### src/rtl/ram_arb_pkg.sv
// ram_arb_pkg: shared owner-state enum, client ids and default widths for the ram_arb2 slice
package ram_arb_pkg;
  typedef enum logic [1:0] {NONE = 2'd0, OWN0 = 2'd1, OWN1 = 2'd2} owner_e;
  localparam logic CID0 = 1'b0;
  localparam logic CID1 = 1'b1;
  localparam int DEF_ADDR_W = 5;
  localparam int DEF_DATA_W = 8;
endpackage

### src/rtl/ram_arb2_if.sv
// ram_arb2_if: one client's request/grant/read-return bundle
// master = client side (drives req/we/addr/wdata), slave = arbiter side (drives gnt/rvalid/rdata)
interface ram_arb2_if #(
  parameter int ADDR_W = ram_arb_pkg::DEF_ADDR_W,
  parameter int DATA_W = ram_arb_pkg::DEF_DATA_W
);
  logic              req;
  logic              we;
  logic [ADDR_W-1:0] addr;
  logic [DATA_W-1:0] wdata;
  logic              gnt;
  logic              rvalid;
  logic [DATA_W-1:0] rdata;
  modport master (output req, we, addr, wdata, input gnt, rvalid, rdata);
  modport slave  (input req, we, addr, wdata, output gnt, rvalid, rdata);
endinterface

### src/rtl/ram_arb_rdpipe.sv
// ram_arb_rdpipe: RD_LAT-deep {valid, id} delay line aligning read beats with RAM data, plus per-client rdata/rvalid registers
// ports: clk, rst_n (async active-low), rd_beat_i/rd_id_i (read issued this cycle and by whom),
//        ram_rd_data_i (RAM output), rvalid0_o/rvalid1_o (1-cycle pulses), rdata0_o/rdata1_o (held between pulses)
module ram_arb_rdpipe import ram_arb_pkg::*; #(
  parameter int DATA_W = DEF_DATA_W,
  parameter int RD_LAT = 1
) (
  input  logic              clk,
  input  logic              rst_n,
  input  logic              rd_beat_i,
  input  logic              rd_id_i,
  input  logic [DATA_W-1:0] ram_rd_data_i,
  output logic              rvalid0_o,
  output logic              rvalid1_o,
  output logic [DATA_W-1:0] rdata0_o,
  output logic [DATA_W-1:0] rdata1_o
);
  logic [RD_LAT-1:0] vld_q, vld_d, id_q, id_d;
  logic              tap0, tap1, rvalid0_q, rvalid1_q;
  logic [DATA_W-1:0] rdata0_q, rdata1_q;
  always_comb begin
    vld_d    = vld_q;
    id_d     = id_q;
    vld_d[0] = rd_beat_i;
    id_d[0]  = rd_id_i;
    for (int i = 1; i < RD_LAT; i++) begin
      vld_d[i] = vld_q[i-1];
      id_d[i]  = id_q[i-1];
    end
  end
  // the last stage lines up with the cycle in which ram_rd_data carries that beat's word
  assign tap0 = vld_q[RD_LAT-1] && id_q[RD_LAT-1] == CID0;
  assign tap1 = vld_q[RD_LAT-1] && id_q[RD_LAT-1] == CID1;
  always_ff @(posedge clk or negedge rst_n) begin
    if (!rst_n) begin
      vld_q     <= '0;
      id_q      <= '0;
      rvalid0_q <= 1'b0;
      rvalid1_q <= 1'b0;
      rdata0_q  <= '0;
      rdata1_q  <= '0;
    end else begin
      vld_q     <= vld_d;
      id_q      <= id_d;
      rvalid0_q <= tap0;
      rvalid1_q <= tap1;
      rdata0_q  <= tap0 ? ram_rd_data_i : rdata0_q;
      rdata1_q  <= tap1 ? ram_rd_data_i : rdata1_q;
    end
  end
  assign rvalid0_o = rvalid0_q;
  assign rvalid1_o = rvalid1_q;
  assign rdata0_o  = rdata0_q;
  assign rdata1_o  = rdata1_q;
endmodule

### src/rtl/ram_arb2.sv
// ram_arb2: two-client round-robin arbiter with bounded burst lock sharing one single-port RAM port
// ports: clk, rst_n (async active-low); c0/c1 client bundles (ram_arb2_if.slave);
//        ram_wr_en/ram_rd_en/ram_addr/ram_wr_data to the RAM, ram_rd_data from it (RD_LAT clocks after a read beat)
// optional: define RAM_ARB2_STATS_EN to add saturating counters st_gnt0, st_gnt1 (completed beats) and st_stall (stalled cycles)
module ram_arb2 import ram_arb_pkg::*; #(
  parameter int ADDR_W    = DEF_ADDR_W,
  parameter int DATA_W    = DEF_DATA_W,
  parameter int RD_LAT    = 1,
  parameter int MAX_BURST = 4
) (
  input  logic              clk,
  input  logic              rst_n,
  ram_arb2_if.slave         c0,
  ram_arb2_if.slave         c1,
  output logic              ram_wr_en,
  output logic              ram_rd_en,
  output logic [ADDR_W-1:0] ram_addr,
  output logic [DATA_W-1:0] ram_wr_data,
  input  logic [DATA_W-1:0] ram_rd_data
`ifdef RAM_ARB2_STATS_EN
  ,
  output logic [15:0]       st_gnt0,
  output logic [15:0]       st_gnt1,
  output logic [15:0]       st_stall
`endif
);
  localparam logic [3:0] MAXB = 4'(MAX_BURST);
  owner_e            owner_q, owner_d;
  logic              last_q, last_d;
  logic [3:0]        cnt_q, cnt_d;
  logic [ADDR_W-1:0] addr_q;
  logic [DATA_W-1:0] wdata_q;
  logic              keep0, keep1, g0, g1, we;
  always_comb begin
    // a client may keep the port while under its burst budget or while the other side is idle
    keep0       = c0.req && (cnt_q < MAXB || !c1.req);
    keep1       = c1.req && (cnt_q < MAXB || !c0.req);
    // rst_n gating keeps grants low during reset even though they are combinational from req
    g0          = rst_n && c0.req && (owner_q == OWN0 ? keep0 : owner_q == OWN1 ? !keep1 : (!c1.req || last_q == CID1));
    g1          = rst_n && c1.req && (owner_q == OWN1 ? keep1 : owner_q == OWN0 ? !keep0 : (!c0.req || last_q == CID0));
    owner_d     = g0 ? OWN0 : g1 ? OWN1 : NONE;
    last_d      = g0 ? CID0 : g1 ? CID1 : last_q;
    cnt_d       = !(g0 || g1) ? 4'd0 : owner_d != owner_q ? 4'd1 : cnt_q < MAXB ? cnt_q + 4'd1 : cnt_q;
    we          = g1 ? c1.we : c0.we;
    ram_wr_en   = (g0 || g1) && we;
    ram_rd_en   = (g0 || g1) && !we;
    ram_addr    = g0 ? c0.addr : g1 ? c1.addr : addr_q;
    ram_wr_data = g0 ? c0.wdata : g1 ? c1.wdata : wdata_q;
  end
  always_ff @(posedge clk or negedge rst_n) begin
    if (!rst_n) begin
      owner_q <= NONE;
      last_q  <= CID1;
      cnt_q   <= 4'd0;
      addr_q  <= '0;
      wdata_q <= '0;
    end else begin
      owner_q <= owner_d;
      last_q  <= last_d;
      cnt_q   <= cnt_d;
      addr_q  <= ram_addr;
      wdata_q <= ram_wr_data;
    end
  end
  assign c0.gnt = g0;
  assign c1.gnt = g1;
  ram_arb_rdpipe #(.DATA_W(DATA_W), .RD_LAT(RD_LAT)) u_rdpipe (
    .clk           (clk),
    .rst_n         (rst_n),
    .rd_beat_i     (ram_rd_en),
    .rd_id_i       (g1 ? CID1 : CID0),
    .ram_rd_data_i (ram_rd_data),
    .rvalid0_o     (c0.rvalid),
    .rvalid1_o     (c1.rvalid),
    .rdata0_o      (c0.rdata),
    .rdata1_o      (c1.rdata)
  );
`ifdef RAM_ARB2_STATS_EN
  logic [15:0] st_gnt0_q, st_gnt1_q, st_stall_q;
  logic        stall;
  // counted once per cycle even if both clients wait
  assign stall = (c0.req && !g0) || (c1.req && !g1);
  always_ff @(posedge clk or negedge rst_n) begin
    if (!rst_n) begin
      st_gnt0_q  <= '0;
      st_gnt1_q  <= '0;
      st_stall_q <= '0;
    end else begin
      st_gnt0_q  <= (g0 && st_gnt0_q != 16'hFFFF) ? st_gnt0_q + 16'd1 : st_gnt0_q;
      st_gnt1_q  <= (g1 && st_gnt1_q != 16'hFFFF) ? st_gnt1_q + 16'd1 : st_gnt1_q;
      st_stall_q <= (stall && st_stall_q != 16'hFFFF) ? st_stall_q + 16'd1 : st_stall_q;
    end
  end
  assign st_gnt0  = st_gnt0_q;
  assign st_gnt1  = st_gnt1_q;
  assign st_stall = st_stall_q;
`endif
endmodule

### src/flat_wrapper.sv
// flat-port wrapper written by rule: the top's interface ports become plain ports
module ram_arb2_flat import ram_arb_pkg::*;
#(
  parameter int ADDR_W    = DEF_ADDR_W,
  parameter int DATA_W    = DEF_DATA_W,
  parameter int RD_LAT    = 1,
  parameter int MAX_BURST = 4
)
  (clk, rst_n, ram_wr_en, ram_rd_en, ram_addr, ram_wr_data, ram_rd_data, c0_req, c0_we, c0_addr, c0_wdata, c0_gnt, c0_rvalid, c0_rdata, c1_req, c1_we, c1_addr, c1_wdata, c1_gnt, c1_rvalid, c1_rdata);
  ram_arb2_if #(.ADDR_W(ADDR_W), .DATA_W(DATA_W)) c0_i ();
  ram_arb2_if #(.ADDR_W(ADDR_W), .DATA_W(DATA_W)) c1_i ();
  input  logic clk;
  input  logic rst_n;
  output logic ram_wr_en;
  output logic ram_rd_en;
  output logic [ADDR_W-1:0] ram_addr;
  output logic [DATA_W-1:0] ram_wr_data;
  input  logic [DATA_W-1:0] ram_rd_data;
  input wire logic [$bits(c0_i.req)-1:0] c0_req;
  input wire logic [$bits(c0_i.we)-1:0] c0_we;
  input wire logic [$bits(c0_i.addr)-1:0] c0_addr;
  input wire logic [$bits(c0_i.wdata)-1:0] c0_wdata;
  output wire logic [$bits(c0_i.gnt)-1:0] c0_gnt;
  output wire logic [$bits(c0_i.rvalid)-1:0] c0_rvalid;
  output wire logic [$bits(c0_i.rdata)-1:0] c0_rdata;
  input wire logic [$bits(c1_i.req)-1:0] c1_req;
  input wire logic [$bits(c1_i.we)-1:0] c1_we;
  input wire logic [$bits(c1_i.addr)-1:0] c1_addr;
  input wire logic [$bits(c1_i.wdata)-1:0] c1_wdata;
  output wire logic [$bits(c1_i.gnt)-1:0] c1_gnt;
  output wire logic [$bits(c1_i.rvalid)-1:0] c1_rvalid;
  output wire logic [$bits(c1_i.rdata)-1:0] c1_rdata;
  assign c0_i.req = c0_req;
  assign c0_i.we = c0_we;
  assign c0_i.addr = c0_addr;
  assign c0_i.wdata = c0_wdata;
  assign c0_gnt = c0_i.gnt;
  assign c0_rvalid = c0_i.rvalid;
  assign c0_rdata = c0_i.rdata;
  assign c1_i.req = c1_req;
  assign c1_i.we = c1_we;
  assign c1_i.addr = c1_addr;
  assign c1_i.wdata = c1_wdata;
  assign c1_gnt = c1_i.gnt;
  assign c1_rvalid = c1_i.rvalid;
  assign c1_rdata = c1_i.rdata;
  ram_arb2 #(.ADDR_W(ADDR_W), .DATA_W(DATA_W), .RD_LAT(RD_LAT), .MAX_BURST(MAX_BURST)) u_core (.clk(clk), .rst_n(rst_n), .c0(c0_i), .c1(c1_i), .ram_wr_en(ram_wr_en), .ram_rd_en(ram_rd_en), .ram_addr(ram_addr), .ram_wr_data(ram_wr_data), .ram_rd_data(ram_rd_data));
endmodule
### config.mk
export PLATFORM = sky130hd
export DESIGN_NAME = ram_arb2_flat
export DESIGN_NICKNAME = d
export VERILOG_FILES = /design/src/rtl/ram_arb_pkg.sv /design/src/rtl/ram_arb2_if.sv /design/src/rtl/ram_arb_rdpipe.sv /design/src/rtl/ram_arb2.sv /design/src/flat_wrapper.sv
export SDC_FILE = /design/constraint.sdc
export NUM_CORES = 1
export LEC_CHECK = 0
export ABC_AREA = 1
export CAP_MARGIN = 20
export CORE_ASPECT_RATIO = 0.7
export CORE_UTILIZATION = 35
export DETAILED_ROUTE_END_ITERATION = 12
export GPL_TIMING_DRIVEN = 0
export PLACE_DENSITY = 0.68
export RECOVER_POWER = 100
export SLEW_MARGIN = 20
export SYNTH_ARGS = -nofsm -noshare
export SYNTH_HDL_FRONTEND = slang
export SYNTH_HIERARCHICAL = 1
export SYNTH_SLANG_ARGS = --single-unit
### constraint.sdc
create_clock -name clk -period 2.6 [get_ports clk]
set_input_delay 0.39 -clock clk [delete_from_list [all_inputs] [get_ports clk]]
set_output_delay 0.39 -clock clk [all_outputs]
set_load 0.02 [all_outputs]
==> results.md, run 1 <==
* Post-route insts no fill at 368
* Pleak at 1.350 nW
* Critical path arrival at 2.10 ns
* Cells after DPL at 357
* DIE AREA at 5476 µm²
* Status: finished, final reports clean
* Hold crit path type: primary input to async pin
* Area growth syn-to-layout at 49.83%
* Starting Density at 37.10%
* Total GRT Usage at 18.51%
* Post-Synthesis Cells at 213
* CP Launch Type: primary input
* Slew Viols, Final at 0
* Worst-Skew Late Latency at 0.28 ns
* VDD IR-drop max at 0.5113 mV
* PwrDens at 832.5 nW/µm²
* Synth unique cells at 23
* Kind of critical path: primary input to primary output
* Die Span Y at 62.22 µm
* Final core utilization at 55.58%
* Core footprint at 4887 µm²
* Vias in the first global route at 1617
* Io pins at 75
* WP data required at 2.21 ns
* CP Max Fanout at 6
* Final HPWL DP at 3.507 mm
* Final net count at 340
* Number of H-tree levels at 2
* Post-synthesis cell area at 1813 µm²
* Row count at 21
* Worst slew margin at 44.20%
* CTS tree: built
* Register area share after synthesis at 55.28%
* Combinational power share at 43.3%
* Register bit total from synthesis at 40
* Worst Clk Skew at 0.006277 ns
* Clk sink count at 40
* Detail Route Antenna Nets at 0
* Largest net degree at the start of global routing at 25
* Post-synth net total at 254
* Die X at 88.02 µm
* Internal at 1.437 mW
* Sw frac at 36.46%
* Slew @ Worst Pin at 0.8343 ns
* Most frequent cells in the layout: nand2_1, clkdlybuf4s50_1, dfrtp_1
* IO buf count at 74
* Total grt overflow at 0
* Yosys warnings at 6
* Clock share of power at 16.5%
* Final setup margin at 0.1090 ns
* Residual DRC at 0
* Period utilisation layout at 95.81%
* Clk buf depth at 2
* Min cycle time layout at 2.491 ns
* Initial antenna violation count at 0
* Smallest hold slack at 0.1661 ns
* Drt initial violations at 57
* Drt via density at 4.516
* Drt first pass iters at 4
* CP endpoint kind: primary output
* Filler cells at 506
* Final setup violating endpoints at 0
* Total Power at 2.261 mW
* Total CTS buffers at 5
* Net Sw Power at 824.6 µW
* Ratio of cells with drive above 1 in the final layout at 14.38%
* MaxCap Viol Count at 0
* Post-synthesis average cell area at 8.512 µm²
* Routed length per instance at 12.36 µm
* Antenna cell count at 0
* Vias after detailed routing at 1662
* Final Hold Fails at 0
* Clock Pin Slew Worst Setup and Hold Paths at 0.07 ns
* Max Clk Rate at 401.5 MHz
* Final WL at 4.549 mm
* DP Worst Slack at -0.4686 ns
* Root Buffer: clkbuf_8
* Commonest non-fill, non-tap cell in the layout: nand2_1
* Sequential group share of total power at 40.2%
* First-pass GRT wire length at 7.686 mm
* Final Wtd Congestion at 0.8299
[layout make-up]
class	instances	area, µm²	share of cell area (%)
inverter	17	72.57	2.672
clock inverter	1	5.005	0.1842
sequential	40	1002	36.90
clock buffer	6	72.57	2.672
timing repair buffer	79	735.7	27.08
tap	69	86.33	3.178
buffer	6	60.06	2.211
multi-input combinational	150	681.9	25.10
[Yosys cell counts (all sizes together)]
cell type / instances / area share, %
o21bai: 1 / 0.41
nand3: 35 / 9.9
inv: 16 / 3.7
dfstp: 1 / 1.4
ha: 1 / 0.69
nor2: 13 / 3.1
buf: 6 / 3.2
nand4: 3 / 1.0
clkinv: 1 / 0.21
a21oi: 3 / 1.2
dfrtp: 39 / 54
mux2i: 1 / 0.55
nand2: 92 / 20
xnor2: 1 / 0.48
[critical path, stage by stage]
cell,delay [ns]
clkdlybuf4s50_1,0.53
inv_1,0.07
nor2_1,0.12
nand2_2,0.07
nand3_1,0.17
nand2_4,0.11
nand2_4,0.10
inv_4,0.05
nand2_1,0.06
nand3_1,0.09
dlygate4sd2_1,0.33
[sequential cells by signal, summed over array words and instances (netlist names)]
register	cells
u_core/last_q	1
u_core/u_rdpipe/rvalid1_o	1
u_core/u_rdpipe/rvalid0_o	1
u_core/u_rdpipe/id_q	1
u_core/u_rdpipe/rdata0_o	8
u_core/addr_q	5
u_core/u_rdpipe/rdata1_o	8
u_core/owner_q	2
u_core/cnt_q	4
u_core/u_rdpipe/vld_q	1
u_core/wdata_q	8
[final timing paths]
kind / startpoint / end / slack, ns / cells past startpoint
hold reg to reg: u_core/u_rdpipe/rdata1_o[3] / u_core/u_rdpipe/rdata1_o[3] / 0.47 / 2
min in group clk: u_core/u_rdpipe/rdata1_o[3] / u_core/u_rdpipe/rdata1_o[3] / 0.47 / 2
hold / removal: rst_n / u_core/u_rdpipe/rdata0_o[4] / 0.17 / 2
setup reg to reg: u_core/owner_q[1] / u_core/addr_q[2] / 0.94 / 11
max in group asynchronous: rst_n / u_core/u_rdpipe/vld_q / 1.17 / 2
setup / recovery: c1_req / ram_wr_data[7] / 0.11 / 11
[kinds of logic after synthesis]
kind of cell / Yosys count / synth area share [%]
AOI/OAI and AO/OA: 4 / 1.656
DFF: 40 / 55.28
adders and majority gates: 1 / 0.6900
xor gates and xnor gates: 1 / 0.4832
buffers and inverters: 23 / 7.108
and+or+nand+nor: 143 / 34.23
muxes: 1 / 0.5521
[routing by layer]
layer / up-vias / track usage (%) / part of all wire, %
li1: 842 / - / -
met1: 762 / 25.95 / 47
met2: 53 / 28.39 / 46
met3: 5 / 4.920 / 6.0
met4: 0 / 4.839 / 0.97
met5: - / 0 / 0
[power by group through the flow]
stage	Clock, mW	Combinational, mW	Sequential [mW]
floorplan	0	0.370	1.06
global placement	0	1.02	0.916
detailed placement	0	1.04	0.920
CTS	0.386	1.02	0.910
global route	0.419	1.06	0.930
finish	0.374	0.979	0.908
[what timing repair did]
item	CTS	global route
endpoints found under the setup margin	17	16
hold buffers	1	0
buffers inserted	3	0
gates resized for setup	43	18
gates cloned	0	0
pin swaps	1	1
endpoints found under the hold margin	18	0
[through the flow]
stage	area (µm²)	setup TNS (ns)
finish	2716	0
floorplan	1813	0
detailed placement	2663	-5.943
global route	2716	-0.02189
global placement	2640	-45.33
CTS	2778	0
No activity file was read; power rests on OpenSTA's default activity.
==> inputs of run 2 (changes only) <==
Settings changed: GPL_ROUTABILITY_DRIVEN set to 0.
==> results of run 2 <==
Final layout, timing and power as in run 1 (identical DEF).
==> inputs of run 3 (changes only) <==
Settings changed: CAP_MARGIN 20 to not set, PLACE_DENSITY 0.68 to 0.7.
Clock period 2.6 ns to 2.05 ns, I/O delays scaled along.
==> run 3 against run 2 <==
Net effect: the flow now finishes with violations (setup timing); sequential power up 30%; via count rose by 15%; clock power rose by 70%; clock skew about the same; sequential share of layout area shrank 7.6 points; global-route usage grew 1.8 points; worst setup slack lost 0.28 ns; die area is the same; register-to-register slack lost 1.1 ns; design area rose by 26%; largest power group unchanged.
==> results.md, run 3 (synthesis gave the netlist of run 1 again) <==
* Vias after detailed routing at 1910
* Total GRT Usage at 20.30%
* PwrDens at 1034 nW/µm²
* Drt first pass iters at 4
* Row count at 21
* Final setup violating endpoints at 17
* Total grt overflow at 0
* Clock Pin Slew Worst Setup and Hold Paths at 0.08 ns
* DIE AREA at 5476 µm²
* Slew Viols, Final at 0
* Failing checks: setup timing
* Area growth syn-to-layout at 88.82%
* Final HPWL DP at 3.271 mm
* Vias in the first global route at 1838
* Sw frac at 35.61%
* Worst-Skew Late Latency at 0.29 ns
* Critical path arrival at 1.91 ns
* Sequential cell area at 1003 µm²
* Filler cells at 393
* Ratio of cells with drive above 1 in the final layout at 37.76%
* Cells after DPL at 357
* Total CTS buffers at 5
* Clock share of power at 17.9%
* Period utilisation layout at 108.2%
* Kind of critical path: register to primary output
* Area occupied by multi-input gates at 942.2 µm²
* Core footprint at 4887 µm²
* Starting Density at 37.10%
* CP delay by family, top: simple AND/OR/NAND/NOR gates
* Drt initial violations at 105
* Routed length per instance at 14.15 µm
* Internal at 2.278 mW
* Combinational power share at 48.8%
* Detail Route Antenna Nets at 0
* Routed length on met3 at 328 µm
* Smallest hold slack at 0.2842 ns
* Sequential group share of total power at 33.3%
* Worst Clk Skew at 0.006689 ns
* Top routing layer used: met4
* Die X at 88.02 µm
* CP Max Fanout at 7
* CP Launch Type: register
* Hold crit path type: primary input to async pin
* Final Hold Fails at 0
* WL met2 at 2.837 mm
* VDD IR-drop max at 0.7430 mV
* WP data required at 1.74 ns
* Worst slew margin at 40.54%
* Antenna cell count at 0
* Die Span Y at 62.22 µm
* CP endpoint kind: primary output
* Met1 Routed Length at 2.575 mm
* Drt via density at 4.681
* Max Clk Rate at 450.8 MHz
* Buf/Inv on CP at 4
* Min cycle time layout at 2.218 ns
* Root Buffer: clkbuf_8
* CP max-delay cell: dfrtp_2
* IO buf count at 74
* Clk buf depth at 2
* Clk sink count at 40
* Io pins at 75
* Max incr delay on CP at 0.47 ns
* CP cell instances: nand2_4 -> nor2_4 -> nand2_4 -> nand3_4 -> nor2_4 -> inv_2 -> nand2_8 -> inv_8 -> buf_16 -> nand2_2 -> nand3_2 -> buf_6
* CTS tree: built
* Most frequent cells in the layout: nand2_1, clkdlybuf4s50_1, dfrtp_1
* Number of H-tree levels at 2
* Status: finished with violations
* RSZ-0062 raised after global routing: true
* Residual DRC at 0
* Slew @ Worst Pin at 0.8889 ns
* First-pass GRT wire length at 8.576 mm
* MaxCap Viol Count at 0
* Final net count at 379
* Final setup margin at -0.1683 ns
* Net Sw Power at 1.260 mW
* Largest net degree at the start of global routing at 33
* Final WL at 5.775 mm
* Pleak at 1.705 nW
* Post-route insts no fill at 408
* Initial antenna violation count at 0
* Commonest non-fill, non-tap cell in the layout: nand2_1
-- run 3: worst paths after layout --
| check | depth (start not counted) | slack, ns | start | to |
|---|---|---|---|---|
| setup / recovery | 12 | -0.17 | u_core/owner_q[1] | ram_wr_data[2] |
| hold / removal | 2 | 0.28 | rst_n | u_core/last_q |
| setup reg to reg | 16 | -0.15 | u_core/owner_q[1] | u_core/wdata_q[2] |
| hold reg to reg | 2 | 0.47 | u_core/u_rdpipe/rdata0_o[7] | u_core/u_rdpipe/rdata0_o[7] |
| max in group asynchronous | 3 | 0.44 | rst_n | u_core/wdata_q[4] |
| min in group clk | 2 | 0.47 | u_core/u_rdpipe/rdata0_o[7] | u_core/u_rdpipe/rdata0_o[7] |
-- run 3: timing repair --
action,4_1_cts,5_1_grt
gates cloned,2,0
hold buffers,1,3
pin swaps,15,10
gates resized for setup,158,26
hold endpoints to repair,9,3
setup endpoints to repair,17,19
buffers inserted,31,6
-- run 3: per-layer routing --
layer / up-vias / track usage [%]
met5: - / 0
met4: 0 / 4.234
met3: 4 / 5.319
met2: 61 / 32.56
met1: 920 / 27.65
li1: 925 / -
-- run 3: worst register-to-register path: cells and delay by family, from the launching register on --
| family | cells | cell delay (ns) |
|---|---|---|
| buffers and inverters | 8 | 0.90 |
| DFF | 1 | 0.47 |
| and+or+nand+nor | 8 | 0.73 |
-- run 3: power by group through the flow --
stage	Sequential (mW)	Clock [mW]	Combinational [mW]
after floorplan	1.34	0	0.470
after global routing	1.21	0.684	1.83
after CTS	1.17	0.646	1.62
final	1.18	0.634	1.73
after detailed placement	1.17	0	1.31
after global placement	1.16	0	1.29
-- run 3: cell type report --
type                            instances  share of cell area (%)
Sequential cell                        40                   29.31
Buffer                                  6                   1.974
Multi-Input combinational cell        150                   27.52
Clock buffer                            6                   2.120
Inverter                               17                   2.412
Timing Repair Buffer                  118                   33.11
Tap cell                               69                   2.522
Clock inverter                          2                   1.023
-- run 3: through the flow --
step / utilization [%] / setup TNS [ns] / power [mW] / instance area, µm² / worst slack [ns]
floorplan: - / 0 / 1.811 / 1813 / 0.2195
global placement: 54.02 / -77.82 / 2.459 / 2640 / -2.183
detailed placement: 54.33 / -11.85 / 2.477 / 2655 / -0.8009
CTS: 66.90 / -1.237 / 3.438 / 3269 / -0.1075
global route: 70.05 / -3.586 / 3.729 / 3423 / -0.2541
finish: 70.05 / -2.080 / 3.538 / 3423 / -0.1683
